<file path="config.mk">
export PLATFORM = sky130hd
export DESIGN_NAME = riscv_exc_controller
export DESIGN_NICKNAME = d
export VERILOG_FILES = /design/src/rtl/riscv_exc_controller.sv
export SDC_FILE = /design/constraint.sdc
export NUM_CORES = 1
export LEC_CHECK = 0
export CORE_AREA = 5 5 59 61
export DETAILED_ROUTE_END_ITERATION = 7
export DIE_AREA = 0 0 64 66
export GPL_ROUTABILITY_DRIVEN = 0
export PLACE_DENSITY = 0.75
export REMOVE_ABC_BUFFERS = 1
export SLEW_MARGIN = 10
export SYNTH_ARGS = -nofsm -noshare
export SYNTH_HDL_FRONTEND = slang
export SYNTH_SLANG_ARGS = --single-unit
</file>
<file path="constraint.sdc">
create_clock -name clk -period 2 [get_ports clk]
set_input_delay 0.2 -clock clk [delete_from_list [all_inputs] [get_ports clk]]
set_output_delay 0.2 -clock clk [all_outputs]
set_load 0.01 [all_outputs]
</file>
<file path="src/rtl/riscv_exc_controller.sv">
// riscv_exc_controller: prioritises exceptions/interrupts and sequences PC redirects for trap entry and mret
module riscv_exc_controller #(
   parameter int IRQ_ID_W = 5
) (
   input  logic                clk,
   input  logic                rst,
   input  logic                req_load_err_i,
   input  logic                req_store_err_i,
   input  logic                req_illegal_i,
   input  logic                req_ecall_i,
   input  logic                req_ebreak_i,
   input  logic                irq_i,
   input  logic [IRQ_ID_W-1:0] irq_id_i,
   input  logic                irq_enable_i,
   input  logic                mret_i,
   input  logic                lsu_busy_i,
   output logic                halt_id_o,
   output logic                pc_set_o,
   output logic [2:0]          pc_mux_o,
   output logic [2:0]          exc_pc_mux_o,
   output logic [7:0]          exc_vec_off_o,
   output logic                save_epc_o,
   output logic [5:0]          exc_cause_o,
   output logic                irq_ack_o,
   output logic [IRQ_ID_W-1:0] irq_ack_id_o,
   output logic                in_irq_o
);
   localparam logic [1:0] IDLE = 2'd0, FLUSH = 2'd1, SET_EXC = 2'd2, SET_ERET = 2'd3;
   logic [1:0]          state;
   logic [5:0]          cause_q, cause_d;
   logic [2:0]          mux_q, mux_d;
   logic [7:0]          off_q, off_d;
   logic [IRQ_ID_W-1:0] id_q;
   logic                irq_q, in_irq_q, irq_pend, exc_any, take;
   logic [4:0]          id5;
   assign id5      = 5'(irq_id_i);
   assign irq_pend = irq_i && irq_enable_i && !in_irq_q;
   assign exc_any  = req_load_err_i || req_store_err_i || req_illegal_i || req_ecall_i || req_ebreak_i;
   assign take     = exc_any || irq_pend;
   always_comb begin
      cause_d = req_load_err_i  ? 6'h05 :
                req_store_err_i ? 6'h07 :
                req_illegal_i   ? 6'h02 :
                req_ecall_i     ? 6'h0B :
                req_ebreak_i    ? 6'h03 : {1'b1, id5};
      mux_d   = req_load_err_i  ? 3'b011 :
                req_store_err_i ? 3'b100 :
                req_illegal_i   ? 3'b000 :
                req_ecall_i     ? 3'b001 :
                req_ebreak_i    ? 3'b010 : 3'b101;
      off_d   = (req_load_err_i || req_store_err_i) ? 8'h8C :
                req_illegal_i                       ? 8'h84 :
                (req_ecall_i || req_ebreak_i)       ? 8'h88 : {id5, 2'b00};
   end
   always_ff @(posedge clk) begin
      if (rst) begin
         state    <= IDLE;
         cause_q  <= '0;
         mux_q    <= '0;
         off_q    <= '0;
         id_q     <= '0;
         irq_q    <= 1'b0;
         in_irq_q <= 1'b0;
      end else if (state == IDLE && take) begin
         state   <= FLUSH;
         cause_q <= cause_d;
         mux_q   <= mux_d;
         off_q   <= off_d;
         id_q    <= irq_id_i;
         irq_q   <= !exc_any;
      end else if (state == IDLE && mret_i) begin
         state <= SET_ERET;
      end else if (state == FLUSH && !lsu_busy_i) begin
         state <= SET_EXC;
      end else if (state == SET_EXC) begin
         state <= IDLE;
         if (irq_q) in_irq_q <= 1'b1;
      end else if (state == SET_ERET) begin
         state    <= IDLE;
         in_irq_q <= 1'b0;
      end
   end
   assign halt_id_o     = state == FLUSH || state == SET_EXC;
   assign pc_set_o      = state == SET_EXC || state == SET_ERET;
   assign pc_mux_o      = state == SET_EXC ? 3'b100 : state == SET_ERET ? 3'b101 : 3'b000;
   assign exc_pc_mux_o  = state == SET_EXC ? mux_q : 3'b000;
   assign exc_vec_off_o = off_q;
   assign exc_cause_o   = cause_q;
   assign save_epc_o    = state == SET_EXC;
   assign irq_ack_o     = state == SET_EXC && irq_q;
   assign irq_ack_id_o  = irq_ack_o ? id_q : '0;
   assign in_irq_o      = in_irq_q;
endmodule

</file>
==> impl_results.md <==
- Status: finished clean
- DRT Pass-1 Iters: 4
- Layout cells sized above 1: 12.4%
- Via count: 1,102
- Syn Inst Count: 127
- Multi-input gate area: 613 um2
- Die ar.: 0.00422 mm2
- DRT Wirelength: 3070 um
- Crit Path Max Fanout: 12
- Area delta synth->final: 49.6%
- NumNets Final: 199
- Total power: 0.00114 W
- Number of setup buffers added after CTS: 0
- Initial antenna violation count: 0
- CTS tree: built
- Final slew viol count: 0
- Pre-CTS setup slack: 98.9 ps
- Top_reg_cell synth: dfxtp_1
- Starting DRT DRC Count: 17
- Starting density of the core: 39.3%
- Crit path DAT: 1710 ps
- Non-Filler Instances: 211
- EDFF count, synth: 0
- Synth warnings: 0
- Startpoint class of the critical path: register
- Sequential area share after synthesis: 41.8%
- DP Cell Count: 207
- Post-synth top cells: dfxtp_1, nor2_1, a21oi_1
- Layout Skew: 8.37 ps
- Cts bufs inserted: 3
- Site row count: 20
- Synth area leaders: dfxtp_1, a21oi_1, ha_1
- Leakage Power: 0.884 nW
- Simple-gate share of the synthesized area: 21.1%
- Largest family of logic cells by synthesized area: compound AO/OA/AOI/OAI gates
- TritonCTS Sinks: 24
- Clock latency on the worst-skew pair: 320 ps
- Ys async rst share: 0%
- Share of the synthesized area in the top cell type: 41.8%
- Cell Area, Synth: 0.00115 mm2
- Critical path cell sequence: inv_1 -> ha_4 -> nor2_2 -> inv_1 -> clkdlybuf4s50_1
- RSZ-0062 raised after global routing: true
- Hold_buf cts: 0
- Slowest CP cell: clkdlybuf4s50_1
- Setup-failing EPs final: 0
- Port Buf Inserts: 42
- Most frequent cell after synthesis: dfxtp_1
- CP Class: register to output pin
- Vias per std cell: 5.22
- Seq cells post-synth: 24
- Fin crit period: 1910 ps
- Post-synthesis mux area share: 4.35%
- Synth unique cells: 34
- Fin worst setup slack: 86.9 ps
- First-pass GRT wire length: 5460 um
- Pwr Density: 661 mW/mm2
- Clock Pin Slew Worst Setup and Hold Paths: 130 ps
- Adder-cell share of the synthesized area: 4.35%
- Worst hold-check path type: register to register
- Total negative slack: 0 ps
- Average routed wire per standard cell: 14.6 um
- Core ar.: 0.00293 mm2
- Largest net degree at the start of global routing: 14
- WP buf/inv: 3
- Synth area leader: dfxtp_1
- Critical Path End Type: output pin
- Crit path required time: 1800 ps
- Total track usage: 15.9%
- Clock tree root driver cell: clkbuf_4
- FF/Latch Area: 482 um2
- # fillers: 272
- Peak VDD IR: 410 uV
- IO Count: 46
- CTS Buffer Depth: 2
- Delay-heaviest family, CP: buffers and inverters
- Compound-Gate Fraction of Synth Area: 21.2%
- Die Height: 66 um
- Synth Area in XOR/XNOR: 0%
- Final ANT Viol Nets: 0
- Die W: 64 um
- Avg Cell Area, Syn: 9.05 um2
- GR Overflow Total: 0
- Fin crit share: 95.7%
- Number of global-route vias before repair: 1,196
- Post-DP HPWL: 2480 um
- CTS H-tree depth: 1
- Fin. Hold Viols: 0
- Most frequent CP cell: inv_1
- Max Clock Freq: 523 MHz
- Critical Path Max Stage Delay: 480 ps
- # DRC: 0
- Max-Cap Viols: 0
- Antenna diodes: 0
- CTS resizes: 3
placed cells by master (no fill, tap or decap), types with 2 or more instances in the layout:
| cell type | Yosys | layout |
|---|---|---|
| o2bb2ai_1 | 4 | 4 |
| clkdlybuf4s50_1 | 0 | 33 |
| buf_4 | 5 | 11 |
| nand2b_1 | 2 | 2 |
| and2_1 | 5 | 5 |
| a22o_1 | 4 | 4 |
| nor2_1 | 11 | 10 |
| a21o_1 | 3 | 3 |
| clkbuf_4 | 0 | 3 |
| a31oi_1 | 2 | 2 |
| nand2_1 | 9 | 9 |
| dfxtp_1 | 24 | 23 |
| a21oi_1 | 10 | 10 |
| nor3_1 | 6 | 6 |
| mux2i_1 | 5 | 5 |
| and3_1 | 5 | 5 |
| dlymetal6s2s_1 | 0 | 9 |
| conb_1 | 1 | 3 |
| ha_1 | 4 | 3 |
| or3_1 | 2 | 2 |
| inv_1 | 6 | 6 |
| o21ai_0 | 3 | 3 |
per-stage QoR:
stage / utilization (%) / instance area (um2) / hold slack (ps)
floorplan: - / 1100 / 269
global placement: 56.2 / 1650 / 434
detailed placement: 56.2 / 1650 / 444
CTS: 57.9 / 1700 / 474
global route: 58.8 / 1720 / 491
finish: 58.8 / 1720 / 471
state kept, by name (all words and copies together), names as in the netlist:
| signal | cells |
|---|---|
| irq_q | 1 |
| exc_cause_o | 6 |
| in_irq_o | 1 |
| mux_q | 3 |
| exc_vec_off_o | 6 |
| state | 2 |
| id_q | 5 |
final timing paths:
check	from	end	slack, ps	cells after the start
setup / recovery	state[0]$_SDFFE_PP0P_	pc_mux_o[2]	90	5
setup reg to reg	state[0]$_SDFFE_PP0P_	mux_q[2]$_SDFFE_PP0P_	270	6
hold reg to reg	exc_cause_o[5]$_SDFFE_PP0P_	exc_cause_o[5]$_SDFFE_PP0P_	470	1
hold / removal	exc_cause_o[5]$_SDFFE_PP0P_	exc_cause_o[5]$_SDFFE_PP0P_	470	1
worst reg2reg max path, stage by stage (launching register included):
cell,delay (ps)
dfxtp_2,360
inv_1,120
ha_1,350
o31ai_4,130
buf_4,190
or3_1,360
a21oi_1,160
layout make-up:
type	count	area share [%]
Clock buffer	4	2.11
Inverter	6	1.31
Multi-Input combinational cell	91	35.6
Timing Repair Buffer	53	30.5
Sequential cell	24	28.0
Tap cell	33	2.40
kinds of logic (layout without fill, tap and decap cells):
logic type / count (synthesis) / after routing
and+or+nand+nor: 46 / 46
DFF: 24 / 24
buffers and inverters: 14 / 63
adders and majority gates: 4 / 4
other: 1 / 3
AOI/OAI and AO/OA: 33 / 33
muxes: 5 / 5
metal layers:
metal	part of all wire [%]	global-route usage [%]	vias up
li1	-	-	544
met1	43	19.8	515
met2	49	27.3	39
met3	6.7	3.40	4
met4	1.4	4.42	0
met5	0	0	-
power by group:
part	internal, W	switching, W
clock network	0.000111	0.000145
logic	0.000174	0.000159
registers	0.000522	0.0000258
total	0.000808	0.000329
Note: power is estimated with default switching activity, not from simulation.
